===== config.mk =====
export PLATFORM = sky130hd
export DESIGN_NAME = prog_loader_flat
export DESIGN_NICKNAME = d
export VERILOG_FILES = /design/src/rtl/prog_loader_if.sv /design/src/rtl/prog_loader.sv /design/src/flat_wrapper.sv
export SDC_FILE = /design/constraint.sdc
export NUM_CORES = 1
export LEC_CHECK = 0
export CAP_MARGIN = 15
export CORE_ASPECT_RATIO = 1.1
export CORE_MARGIN = 2
export CORE_UTILIZATION = 35
export DETAILED_ROUTE_END_ITERATION = 8
export HOLD_SLACK_MARGIN = 0.1
export PLACE_DENSITY_LB_ADDON = 0.08
export SYNTH_ARGS = -nofsm -noshare
export SYNTH_HDL_FRONTEND = slang
export SYNTH_SLANG_ARGS = --single-unit
export TNS_END_PERCENT = 30

===== constraint.sdc =====
create_clock -name clk -period 2.2 [get_ports clk]
set_input_delay 0.44 -clock clk [delete_from_list [all_inputs] [get_ports clk]]
set_output_delay 0.44 -clock clk [all_outputs]
set_load 0.02 [all_outputs]

===== src/rtl/prog_loader_if.sv =====
// Byte-stream input, memory write port and boot status of the program loader.
// The loader side uses the master modport; the stream source/memory/cpu side uses slave.
interface prog_loader_if #(
  parameter int ADDR_WIDTH = 8
);
  logic                  in_valid;
  logic [7:0]            in_data;
  logic                  in_ready;
  logic                  mem_we;
  logic [ADDR_WIDTH-1:0] mem_addr;
  logic [31:0]           mem_wdata;
  logic                  cpu_reset;
  logic                  load_done;
  logic                  load_error;
  logic [ADDR_WIDTH:0]   words_loaded;

  modport master (
    input  in_valid, in_data,
    output in_ready, mem_we, mem_addr, mem_wdata,
           cpu_reset, load_done, load_error, words_loaded
  );

  modport slave (
    output in_valid, in_data,
    input  in_ready, mem_we, mem_addr, mem_wdata,
           cpu_reset, load_done, load_error, words_loaded
  );
endinterface


===== src/rtl/prog_loader.sv =====
// Boot loader: parses a counted little-endian word stream, writes it to memory,
// verifies an 8-bit additive checksum and releases the cpu reset on success.
module prog_loader #(
  parameter int ADDR_WIDTH = 8,
  parameter int MEM_DEPTH  = 256
) (
  input  logic          clk,
  input  logic          reset,
  prog_loader_if.master bus
);
  localparam int CNT_W = ADDR_WIDTH + 1;

  typedef enum logic [2:0] {
    HDR_LO,
    HDR_HI,
    DATA,
    CSUM,
    DONE,
    ERROR
  } state_t;

  state_t                state_reg;
  logic [7:0]            n_lo_reg;
  logic [CNT_W-1:0]      n_reg;
  logic [1:0]            byte_idx_reg;
  logic [23:0]           asm_reg;
  logic [7:0]            csum_reg;
  logic                  mem_we_reg;
  logic [ADDR_WIDTH-1:0] mem_addr_reg;
  logic [31:0]           mem_wdata_reg;
  logic [CNT_W-1:0]      words_loaded_reg;
  logic                  cpu_reset_reg;
  logic                  load_done_reg;
  logic                  load_error_reg;

  logic                  ready;
  logic                  accept;
  logic [15:0]           hdr_n;
  logic                  hdr_bad;
  logic                  last_word;

  assign ready     = !reset && (state_reg inside {HDR_LO, HDR_HI, DATA, CSUM});
  assign accept    = bus.in_valid && ready;
  assign hdr_n     = {bus.in_data, n_lo_reg};
  assign hdr_bad   = (hdr_n == 16'd0) || ({16'd0, hdr_n} > 32'(MEM_DEPTH));
  // words_loaded doubles as the word index while in DATA
  assign last_word = (words_loaded_reg + CNT_W'(1)) == n_reg;

  always_ff @(posedge clk) begin
    if (reset) begin
      state_reg        <= HDR_LO;
      n_lo_reg         <= 8'd0;
      n_reg            <= '0;
      byte_idx_reg     <= 2'd0;
      asm_reg          <= 24'd0;
      csum_reg         <= 8'd0;
      mem_we_reg       <= 1'b0;
      mem_addr_reg     <= '0;
      mem_wdata_reg    <= 32'd0;
      words_loaded_reg <= '0;
      cpu_reset_reg    <= 1'b1;
      load_done_reg    <= 1'b0;
      load_error_reg   <= 1'b0;
    end else begin
      mem_we_reg <= 1'b0;
      case (state_reg)
        HDR_LO: begin
          if (accept) begin
            n_lo_reg  <= bus.in_data;
            state_reg <= HDR_HI;
          end
        end
        HDR_HI: begin
          if (accept) begin
            if (hdr_bad) begin
              state_reg      <= ERROR;
              load_error_reg <= 1'b1;
            end else begin
              n_reg            <= CNT_W'(hdr_n);
              byte_idx_reg     <= 2'd0;
              words_loaded_reg <= '0;
              state_reg        <= DATA;
            end
          end
        end
        DATA: begin
          if (accept) begin
            csum_reg     <= csum_reg + bus.in_data;
            asm_reg      <= {bus.in_data, asm_reg[23:8]};
            byte_idx_reg <= byte_idx_reg + 2'd1;
            if (byte_idx_reg == 2'd3) begin
              mem_we_reg       <= 1'b1;
              mem_addr_reg     <= words_loaded_reg[ADDR_WIDTH-1:0];
              mem_wdata_reg    <= {bus.in_data, asm_reg};
              words_loaded_reg <= words_loaded_reg + CNT_W'(1);
              if (last_word) begin
                state_reg <= CSUM;
              end
            end
          end
        end
        CSUM: begin
          if (accept) begin
            if (bus.in_data == csum_reg) begin
              state_reg     <= DONE;
              load_done_reg <= 1'b1;
              cpu_reset_reg <= 1'b0;
            end else begin
              state_reg      <= ERROR;
              load_error_reg <= 1'b1;
            end
          end
        end
        DONE: begin
          state_reg <= DONE;
        end
        ERROR: begin
          state_reg <= ERROR;
        end
        default: begin
          state_reg      <= ERROR;
          load_error_reg <= 1'b1;
        end
      endcase
    end
  end

  assign bus.in_ready     = ready;
  assign bus.mem_we       = mem_we_reg;
  assign bus.mem_addr     = mem_addr_reg;
  assign bus.mem_wdata    = mem_wdata_reg;
  assign bus.cpu_reset    = cpu_reset_reg;
  assign bus.load_done    = load_done_reg;
  assign bus.load_error   = load_error_reg;
  assign bus.words_loaded = words_loaded_reg;
endmodule


===== src/flat_wrapper.sv =====
// flat-port wrapper written by rule: the top's interface ports become plain ports
module prog_loader_flat 
#(
  parameter int ADDR_WIDTH = 8,
  parameter int MEM_DEPTH  = 256
)
  (clk, reset, bus_in_valid, bus_in_data, bus_in_ready, bus_mem_we, bus_mem_addr, bus_mem_wdata, bus_cpu_reset, bus_load_done, bus_load_error, bus_words_loaded);
  prog_loader_if #(.ADDR_WIDTH(ADDR_WIDTH)) bus_i ();
  input  logic clk;
  input  logic reset;
  input wire logic [$bits(bus_i.in_valid)-1:0] bus_in_valid;
  input wire logic [$bits(bus_i.in_data)-1:0] bus_in_data;
  output wire logic [$bits(bus_i.in_ready)-1:0] bus_in_ready;
  output wire logic [$bits(bus_i.mem_we)-1:0] bus_mem_we;
  output wire logic [$bits(bus_i.mem_addr)-1:0] bus_mem_addr;
  output wire logic [$bits(bus_i.mem_wdata)-1:0] bus_mem_wdata;
  output wire logic [$bits(bus_i.cpu_reset)-1:0] bus_cpu_reset;
  output wire logic [$bits(bus_i.load_done)-1:0] bus_load_done;
  output wire logic [$bits(bus_i.load_error)-1:0] bus_load_error;
  output wire logic [$bits(bus_i.words_loaded)-1:0] bus_words_loaded;
  assign bus_i.in_valid = bus_in_valid;
  assign bus_i.in_data = bus_in_data;
  assign bus_in_ready = bus_i.in_ready;
  assign bus_mem_we = bus_i.mem_we;
  assign bus_mem_addr = bus_i.mem_addr;
  assign bus_mem_wdata = bus_i.mem_wdata;
  assign bus_cpu_reset = bus_i.cpu_reset;
  assign bus_load_done = bus_i.load_done;
  assign bus_load_error = bus_i.load_error;
  assign bus_words_loaded = bus_i.words_loaded;
  prog_loader #(.ADDR_WIDTH(ADDR_WIDTH), .MEM_DEPTH(MEM_DEPTH)) u_core (.clk(clk), .reset(reset), .bus(bus_i));
endmodule

# == Yosys cells after proc, flatten, opt, wreduce, memory -nomap -nowiden ==
# Cells that the tools add are included.
# totals
regBits,107
latch_bits,0
ramBits,0
rom_bits,0
elab_cells,81
n_memories,0
# classes
addsub,3
multipliers,0
div,0
n_lt_le_gt_ge,1
n_eq_ne,17
n_shift,0
mux,24
n_bitwise,4
reduce_logical,19
# ops
operator,count
$mux W9,4
$mux W3,7
$pmux W9 S2,1
$gt A16 B9 Y1 const B,1
$logic_not A16 Y1,1
$pmux W3 S5,1
$ne A2 B1 Y1 const B,6
$reduce_and A5 Y1,2
$add A9 B1 Y9 const B,1
$eq A9 B9 Y1,1
$reduce_and A3 Y1,3
$add A8 B8 Y8,1
$eq A8 B8 Y1,1
$eq A3 B2 Y1 const B,2
$eq A3 B3 Y1 const B,2
$mux W1,6
$mux W2,3
$ne A2 B2 Y1 const B,3
$reduce_and A6 Y1,1
$not A1 Y1,4
$pmux W2 S2,1
$reduce_and A2 Y1,2
$reduce_and A4 Y1,1
$reduce_bool A4 Y1,1
11 further kinds,12

# == Logic depth before layout (Yosys ltp) ==
# Gate-level depths: netlist of the first run.
# depth
ltp_word,6
ltp_mapped,9

# == Least setup slack after synthesis of the first run ==
# No wires, ideal clock.
# synth_timing
kind,input to register
startpoint,input port bus_in_data[0]
endpoint,register u_core.csum_reg[6]
setup_time_ns,0.087
t_arrival_ns,1.788
t_required_ns,2.113
setup_slack_ns,0.325
stages,9
cell_sequence,ha_1 -> inv_1 -> fa_1 -> nor2b_1 -> o21ai_0 -> a21boi_0 -> o21a_1 -> nor3_1 -> o31ai_1
# synth_between
elab_chain_cells,1
# synth_lines
item,line_no,source
"start, declared",flat_wrapper.sv:12,input wire logic [$bits(bus_i.in_data)-1:0] bus_in_data;
$add A8 B8 Y8,prog_loader.sv:88,csum_reg <= csum_reg + bus.in_data;
"end signal, assigned",prog_loader.sv:88,
"end, declared",prog_loader.sv:27,logic [7:0] csum_reg;
# Every way passes these cells.
# A chain may end at the register's enable or synchronous reset.

# == Worst setup path after layout of the first run ==
# layout_timing
startpoint,input port bus_in_data[3]
endpoint,"register u_core.load_error_reg, in the netlist u_core.bus.load_error"
# layout_between
elab_chain_cells,4
word_cells_on_any_way,7
classes_between,1 x order compare; 3 x eq/ne; 3 x reduce/logical
# layout_lines
item,line_no,source
$gt A16 B9 Y1 / $logic_not A16 Y1 (equally long branches),prog_loader.sv:45,"assign hdr_bad = (hdr_n == 16'd0) || ({16'd0, hdr_n} > 32'(MEM_DEPTH));"
$logic_or A1 B1 Y1,prog_loader.sv:45,
$ne A2 B1 Y1 (no source line),n/a,
$reduce_and A5 Y1 (no source line) (*),n/a,
"end signal, assigned",prog_loader.sv:63,load_error_reg <= 1'b0;
"end signal, assigned",prog_loader.sv:77,load_error_reg <= 1'b1;
"end signal, assigned",prog_loader.sv:110,load_error_reg <= 1'b1;
"end, declared",prog_loader.sv:34,logic load_error_reg;
# Every way passes the cells marked *; elsewhere a longest branch is shown, timed or not.

==> run metrics, run 1 <==
Ports=65; Netlist cell types=54; Syn. warnings=0; Synth-to-Final Area Change=28.72%; Fin. Hold Viols=0; register bit total from synthesis=107; Tcrit/Tclk final=95.28%; max cap viols=0; largest net degree at the start of global routing=95; number of flip-flops in the largest register=32; WS Path Type=in2reg; total routed wirelength=11950 um; min cycle time layout=2.096 ns; drt initial violations=238; CTS HTree Levels=3; Pwr Density=629.1 nW/um2; Primary FF master, synth=dfxtp_1; GP Congestion=0.8531; Peak supply drop=0.2706 mV; vias in the first global route=3821; Vias per Instance=5.022; fmax=0.4771 GHz; nets@finish=667; clock-pin slew on the worst setup and hold paths=0.07 ns; share of cells above drive strength 1=11.54%; register area=2142 um2; ranking of synthesized cells by area=dfxtp_1 (47%), nand2_1 (13%), a21oi_1 (10%); DR WL/cell=14.81 um; RSZ-0062 raised after global routing=true; Die ar.=14000 um2; CTS sink cnt=107; Worst-Margin Slew=0.9876 ns; via count=4053; final setup fails=0; initial antenna violation count=0; status=finished with violations; clk root buf=clkbuf_16; multi-input logic area=2250 um2; Initial Util=36.03%; Synth top area share=46.83%; Syn Area/Cell=8.053 um2; total power=3.704 mW; first-pass GRT wire length=19340 um; Total GRT Usage=17.56%; Filler cells=1310; buffer count from post-CTS setup fixing=0; Inserted Clock Buffers=9; CTS tree=yes; Slew Viols, Final=0; 1st-pass router iterations=6; asr flop ratio synth=0%; nature of the critical path endpoint=register; Rel. slew slack=34.16%; Static Leak=2.044 nW; Place WS=-0.3741 ns; Post-Synthesis Cells=568; row cnt=43; CP required=2.45 ns; DRT antenna net count=0; core area=12700 um2; total gr overflow=0; EDFF count, synth=0; hold_buf cts=0; failing checks=DRC; final worst slack=0.1039 ns; Mapped Area=4574 um2; clock buffer depth=2; Synth area leader=dfxtp_1; post-detail-place hpwl=8201 um; sequential area share after synthesis=46.83%; n_diodes=0; commonest non-fill, non-tap cells in the layout=nand2_1 (157), dfxtp_1 (107), a21oi_1 (92); critical-path maximum fanout=4; commonest non-fill, non-tap cell in the layout=nand2_1; PortBufs=64; die width=113 um; Worst-Skew Late Latency=0.35 ns; clk_skew=0.008316 ns; Vert. Die Dim=123.9 um; Synth Net Count=589; startpoint types=input port; CP arrival=2.34 ns; DRC viols=6; worst hold path type=reg2reg
## power by group
group | total [mW] | internal, mW | switching (mW)
Clock | 1.56 | 0.809 | 0.754
Combinational | 0.182 | 0.0807 | 0.102
Sequential | 1.96 | 1.94 | 0.0132
## cells by family after synthesis
kind of cell / after synthesis / share of synthesized area (%)
multiplexers: 11 / 2.462
buffers and inverters: 47 / 4.404
flip-flops: 107 / 46.83
AND/OR/NAND/NOR: 252 / 24.86
adder cells (fa/ha/maj): 10 / 2.899
XOR/XNOR: 15 / 2.872
AO/OA/AOI/OAI: 126 / 15.67
## what timing repair did
item | in CTS | in global routing
pin swaps | 0 | 2
endpoints found under the setup margin | 1 | 16
resized for setup | 1 | 5
## synthesized netlist by cell type, types with 3 or more instances
| cell | instances |
|---|---|
| nor2b_1 | 4 |
| nor2_1 | 32 |
| buf_2 | 11 |
| nand2b_1 | 5 |
| clkbuf_1 | 24 |
| a311oi_1 | 6 |
| nand3_1 | 19 |
| nor4_1 | 4 |
| dfxtp_1 | 107 |
| a21oi_1 | 92 |
| ha_1 | 9 |
| o21ai_0 | 6 |
| xnor2_1 | 12 |
| nor3_1 | 8 |
| mux2i_1 | 9 |
| xor2_1 | 3 |
| a21o_1 | 3 |
| nand2_1 | 158 |
| inv_1 | 9 |
| or3_1 | 3 |
## worst paths after layout
check	depth (start not counted)	from	slack, ns	endpoint
worst max register to register	7	u_core.bus.words_loaded[0]$_SDFFE_PP0P_	0.33	u_core.state_reg[0]$_SDFFE_PP0P_
worst min register to register	1	u_core.bus.cpu_reset$_SDFFE_PP1P_	0.45	u_core.bus.cpu_reset$_SDFFE_PP1P_
worst min-delay path	1	u_core.bus.cpu_reset$_SDFFE_PP1P_	0.45	u_core.bus.cpu_reset$_SDFFE_PP1P_
worst max-delay path	7	bus_in_data[3]	0.10	u_core.bus.load_error$_SDFFE_PP0P_
## per-layer routing
| metal | GRT usage (%) | up-vias | wire (um) |
|---|---|---|---|
| met3 | 2.871 | 12 | 421 |
| met2 | 30.01 | 69 | 5738 |
| li1 | - | 2078 | - |
| met5 | 0 | - | 0 |
| met1 | 22.55 | 1894 | 5604 |
| met4 | 6.250 | 0 | 184 |
## per-stage QoR
stage / hold WS (ns) / cell area [um2] / TNS (ns) / util (%) / instances
final: 0.4529 / 5888 / 0 / 46.37 / 807
after floorplan: 0.4321 / 4574 / 0 / - / 568
after global routing: 0.4789 / 5888 / -0.04406 / 46.37 / 807
after detailed placement: 0.4384 / 5585 / -5.447 / 43.99 / 792
after global placement: 0.4361 / 5585 / -4.065 / 43.99 / 792
after CTS: 0.4559 / 5869 / 0 / 46.23 / 807
## worst max-delay path: stages
cell	delay (ns)
clkdlybuf4s50_1	0.51
ha_1	0.38
nor4b_1	0.34
nand3_1	0.20
a31o_2	0.28
a21oi_1	0.13
nor2_1	0.05
## layout make-up
class,instances,share of cell area (%)
clock inverter,5,0.7650
clock buffer,10,4.059
timing repair buffer,104,16.57
inverter,10,0.6800
tap,157,3.336
sequential,107,36.38
multi-input combinational,414,38.21
No activity file was read; power rests on OpenSTA's default activity.
==> run 2: changes to the inputs <==
--- a/config.mk
+++ b/config.mk
@@ -10,8 +10,9 @@
 export CORE_MARGIN = 2
 export CORE_UTILIZATION = 35
 export DETAILED_ROUTE_END_ITERATION = 8
+export GPL_ROUTABILITY_DRIVEN = 0
 export HOLD_SLACK_MARGIN = 0.1
-export PLACE_DENSITY_LB_ADDON = 0.08
+export PLACE_DENSITY = 0.53
 export SYNTH_ARGS = -nofsm -noshare
 export SYNTH_HDL_FRONTEND = slang
 export SYNTH_SLANG_ARGS = --single-unit
==> run metrics, run 2 (synthesis gave the netlist of run 1 again) <==
status=finished with violations; failing checks=DRC; WS Path Type=reg2out; final setup fails=0; Rel. slew slack=55.00%; Fin. Hold Viols=0; CTS sink cnt=107; Synth-to-Final Area Change=28.45%; fmax=0.4767 GHz; Pwr Density=632.0 nW/um2; total routed wirelength=11550 um; commonest non-fill, non-tap cells in the layout=nand2_1 (157), dfxtp_1 (107), a21oi_1 (92); clk_skew=0.005543 ns; Cell Count Post-Placement=787; Worst Hold Depth=2; worst hold path type=reg2reg; Bufs and invs on worst path=1; Total GRT Usage=16.89%; RSZ-0062 raised after global routing=false; CTS HTree Levels=3; Crit path max-delay family=buffers and inverters; Peak supply drop=0.2870 mV; critical-path maximum fanout=10; nature of the critical path endpoint=output port; dpl cell area=5548 um2; clock buffer depth=2; Ports=65; clock-pin slew on the worst setup and hold paths=0.07 ns; die width=113 um; Static Leak=2.025 nW; Hold EP=u_core.bus.mem_wdata[8]$_SDFFE_PP0P_; CP Cell Sequence=nor2_2 -> clkdlybuf4s50_1; clk root buf=clkbuf_16; CP arrival=1.66 ns; min cycle time layout=2.098 ns; Slew Viols, Final=0; post-route setup TNS=0 ns; 1st-pass router iterations=8; DRT antenna net count=0; row cnt=43; hold path start=u_core.bus.mem_wdata[8]$_SDFFE_PP0P_; buffer count from post-CTS setup fixing=0; Inserted Clock Buffers=9; Vias per Instance=5.006; Tcrit/Tclk final=95.35%; CP peak stage delay=0.63 ns; largest net degree at the start of global routing=65; commonest non-fill, non-tap cell in the layout=nand2_1; post-detail-place hpwl=7996 um; DR WL/cell=14.38 um; initial antenna violation count=0; vias in the first global route=3668; fin area=5876 um2; first-pass GRT wire length=18740 um; Worst-Margin Slew=0.6750 ns; drt initial violations=226; via count=4020; Filler cells=1305; CTS tree=yes; Min Hold Slack=0.4552 ns; PortBufs=64; RR Startpoint=u_core.state_reg[1]$_SDFFE_PP0P_; Worst R2R End=u_core.bus.words_loaded[8]$_SDFFE_PP0P_; total gr overflow=0; n_diodes=0; Final Non-Filler Cells=803; startpoint types=register; DRC viols=4; max cap viols=0; R2R cell count=7; CP max stage cell=clkdlybuf4s50_1; Vert. Die Dim=123.9 um; Initial Util=36.03%; nets@finish=662; Die ar.=14000 um2; CP required=1.76 ns; number of flip-flops in the largest register=32; Worst-Skew Late Latency=0.35 ns; share of cells above drive strength 1=10.99%; R2R setup slack=0.33 ns; core area=12700 um2
run 2: cell count changes in the layout (fill, tap and decap cells not counted), sizes merged:
cell | before | now
inv | 12 | 11
buf | 41 | 36
clkdlybuf4s50 | 63 | 62
dlymetal6s2s | 0 | 1
clkbuf | 10 | 12
run 2: timing repair:
action | in CTS | in global routing
pin swaps | 0 | 4
resized for setup | 1 | 7
endpoints found under the setup margin | 1 | 9
hold buffers | 0 | 0
run 2: area by class of cell:
type                    instances  area, um2  area share [%]
clock inverters                 4      33.78          0.5750
multi-input cells             414       2266           38.56
well taps                     157      196.4           3.343
clock buffers                  12      256.5           4.365
inverters                      10      40.04          0.6814
repair buffers                 99      940.9           16.01
flip-flops and latches        107       2142           36.46
run 2: metal layers:
layer / global-route usage, % / wire length (um) / vias up
met5: 0 / 0 / -
met4: 7.165 / 201 / 0
met3: 2.822 / 346 / 13
met2: 26.87 / 5364 / 64
met1: 22.81 / 5636 / 1879
li1: - / - / 2064
run 2: worst register-to-register path, stage by stage (launching register included):
cell and delay, ns:
dfxtp_1 0.54, nor3b_2 0.30, and2_4 0.20, nand2_4 0.07, buf_4 0.24, nor2_1 0.14, nor2_1 0.05, a311oi_1 0.25
run 2: how the worst max path moves through the flow:
stage,from,endpoint,depth (start not counted)
finish,u_core.state_reg[2]$_SDFFE_PP0P_,bus_in_ready,2
detailed placement,bus_in_data[0],u_core.csum_reg[6]$_SDFFE_PP0P_,10
global route,bus_in_data[0],u_core.csum_reg[6]$_SDFFE_PP0P_,10
floorplan,bus_in_data[0],u_core.csum_reg[6]$_SDFFE_PP0P_,9
global placement,bus_in_data[0],u_core.csum_reg[6]$_SDFFE_PP0P_,10
CTS,bus_in_data[2],u_core.csum_reg[6]$_SDFFE_PP0P_,8
run 2: stage by stage:
stage	power, mW	worst slack [ns]	utilization [%]
CTS	3.763	0.01816	45.98
floorplan	2.097	0.3249	-
detailed placement	2.177	-0.3845	43.69
global placement	2.175	-0.2782	43.69
global route	3.859	0.008958	46.28
finish	3.713	0.1023	46.28
run 2: where the power goes:
part           switching [mW]  internal (mW)  leakage (nW)  total [mW]
clock                   0.738          0.839         0.139        1.58
combinational          0.0981         0.0784          1.02       0.176
sequential             0.0143           1.95         0.863        1.96
==> patch, RTL diff (config.mk and constraints of run 2) <==
`ADDR_WIDTH` is set to 8 in 3 places; all go to 6.
--- a/src/rtl/prog_loader_if.sv
+++ b/src/rtl/prog_loader_if.sv
@@ -3,3 +3,3 @@
 interface prog_loader_if #(
-  parameter int ADDR_WIDTH = 8
+  parameter int ADDR_WIDTH = 6
 );
--- a/src/rtl/prog_loader.sv
+++ b/src/rtl/prog_loader.sv
@@ -3,3 +3,3 @@
 module prog_loader #(
-  parameter int ADDR_WIDTH = 8,
+  parameter int ADDR_WIDTH = 6,
   parameter int MEM_DEPTH  = 256
--- a/src/flat_wrapper.sv
+++ b/src/flat_wrapper.sv
@@ -3,3 +3,3 @@
 #(
-  parameter int ADDR_WIDTH = 8,
+  parameter int ADDR_WIDTH = 6,
   parameter int MEM_DEPTH  = 256
Ports: changed (resized bus_mem_addr and bus_words_loaded); port bits go from 65 to 61. The function was not compared with the original's and may differ.
==> patch against run 2 <==
Total power shrank 2.9%. Worst setup slack got worse by 0.027 ns. Sequential cell count decreased by 6. First-iteration DRC count fell by 37%. Routed wire length is 5.5% lower. Area after synthesis down 8.8%. Largest power group unchanged. Design area fell by 4.0%.
==> patch: results (changes against run 2) <==
The iteration-0 DRC count of the detailed router is 143 (-37%). The via count of the first global-routing pass came out at 3515 (-4.2%). The reg-to-reg critical path startpoint is u_core.n_lo_reg[4]$_SDFFE_PP0P_. The met1 wire length is 4950 µm (-12%). The slack of the worst reg-to-reg path is 0.18 ns (-0.15 ns). In the synthesized netlist, the cells that appear most often are nand2_1, dfxtp_1, a21oi_1, clkbuf_1, nand3_1. The count of port buffers added during placement is 60 (-6.3%). The startpoint of the tightest hold check path is reset. The maximum fanout count along the critical path was 3 (-7).

By area the synthesized netlist is led by dfxtp_1, nand2_1, a21oi_1. The unique cell type count in the Yosys netlist came out at 53 (-1.9%). The final-stage net count came out at 636 (-3.9%). The total of fill cells in the finished design is 1125 (-14%).

The flow ran to the end, and the final reports show no timing, DRC or antenna violations. The routed wire length came out at 10900 µm (-5.5%). The global-route wire length before repair came out at 17700 µm (-5.8%). The final clock skew is 0.0120 ns (+0.00647 ns).

The headroom to the max-slew limit is 52.5% (-2.5 points). The number of flip-flops under the largest register name was 32 (unchanged). The depth of the CTS H-tree is 3 (unchanged). The fraction of final layout cells sized beyond drive strength 1 came out at 14.2% (+3.2 points).

The peak ir drop on the vdd network was 0.378 mV (+32%). The all-layer global routing usage came out at 17.4% (+0.53 points). The net count after synthesis came out at 544 (-7.6%).

The cell leakage power came out at 2.01 nW (-0.68%). The pin count of the biggest net entering global routing is 71 (+9.2%). In this run the worst hold path is classified as input pin to register. The register area share after synthesis is 48.4% (+1.6 points). The met3 wirelength from detailed routing is 458 µm (+32%). The met2 routing resource usage after global routing came out at 27.9% (+1.1 points). The number of detailed-routing iterations run before antenna repair came out at 6 (-2). The met3 usage came out at 3.25% (+0.43 points). The routed via count divided by cell count came out at 4.91 (-1.9%). The global-route track usage on met1 came out at 23.6% (+0.81 points).

The delay of the slowest cell on the worst path came to 0.56 ns (-0.07 ns). The post-detailed-placement half-perimeter wirelength came out at 7660 µm (-4.2%). The endpoint arrival time on the critical path is 2.34 ns (+0.68 ns).
patch: changes by cell type after synthesis, sizes merged, moves of 4 or more:
cell / delta
nor2: -15
mux2i: -8
nand2: +8
dfxtp: -6
nor3: -6
nor4: -6
or4: +5
xnor2: -5
buf: -4
patch: power by group:
part	switching (mW)	internal [mW]	leakage [nW]	total, mW
clock	0.727	0.827	0.143	1.55
combinational	0.114	0.0877	1.05	0.201
sequential	0.0120	1.84	0.814	1.85
total	0.852	2.75	2.01	3.60
patch: repair_timing:
item | CTS | global route
setup endpoints to repair | 3 | 21
resized for setup | 2 | 15
pin swaps | 0 | 1
patch: how the worst max path moves through the flow:
| stage | start | to | slack [ns] | cells after the start |
|---|---|---|---|---|
| floorplan | bus_in_data[4] | u_core.bus.words_loaded[1]$_SDFFE_PP0P_ | 0.26 | 7 |
| global placement | bus_in_data[1] | u_core.n_reg[6]$_SDFFE_PP0P_ | -0.37 | 7 |
| detailed placement | bus_in_data[4] | u_core.n_reg[4]$_SDFFE_PP0P_ | -0.37 | 7 |
| CTS | bus_in_data[0] | u_core.csum_reg[6]$_SDFFE_PP0N_ | 0.02 | 10 |
| global route | bus_in_data[2] | u_core.csum_reg[6]$_SDFFE_PP0N_ | 0.0005 | 9 |
| finish | bus_in_data[2] | u_core.csum_reg[6]$_SDFFE_PP0N_ | 0.08 | 9 |
patch: cell type report:
cell class	instances	area, µm²	share of cell area, %
Multi-Input combinational cell	383	2070	36.8
Sequential cell	101	2020	35.9
Timing Repair Buffer	112	1030	18.2
Clock buffer	11	243	4.31
Tap cell	150	188	3.33
Clock inverter	5	55.1	0.976
Inverter	8	30.0	0.533
patch: worst max-delay path: cells and delay by family:
family / cells / cell delay [ns]
XOR/XNOR: 1 / 0.16
AND/OR/NAND/NOR: 2 / 0.27
adder cells (fa/ha/maj): 1 / 0.24
buffers and inverters: 2 / 0.69
AO/OA/AOI/OAI: 3 / 0.53
patch: stage by stage:
step | std cells | setup slack [ns] | power (mW) | setup TNS, ns
2_1_floorplan | 523 | 0.258 | 1.99 | 0
3_3_place_gp | 754 | -0.367 | 2.08 | -9.29
3_5_place_dp | 754 | -0.370 | 2.09 | -9.80
4_1_cts | 770 | 0.0240 | 3.65 | 0
5_1_grt | 770 | 0.000466 | 3.75 | 0
6_report | 770 | 0.0750 | 3.60 | 0
patch: cells by family after synthesis:
group                    count (synthesis)  share of synthesized area (%)
flip-flops                             101                           48.4
multiplexers                             1                          0.240
buffers and inverters                   39                           3.75
AO/OA/AOI/OAI                          126                           17.1
adder cells (fa/ha/maj)                 10                           3.18
XOR/XNOR                                12                           2.52
AND/OR/NAND/NOR                        234                           24.7
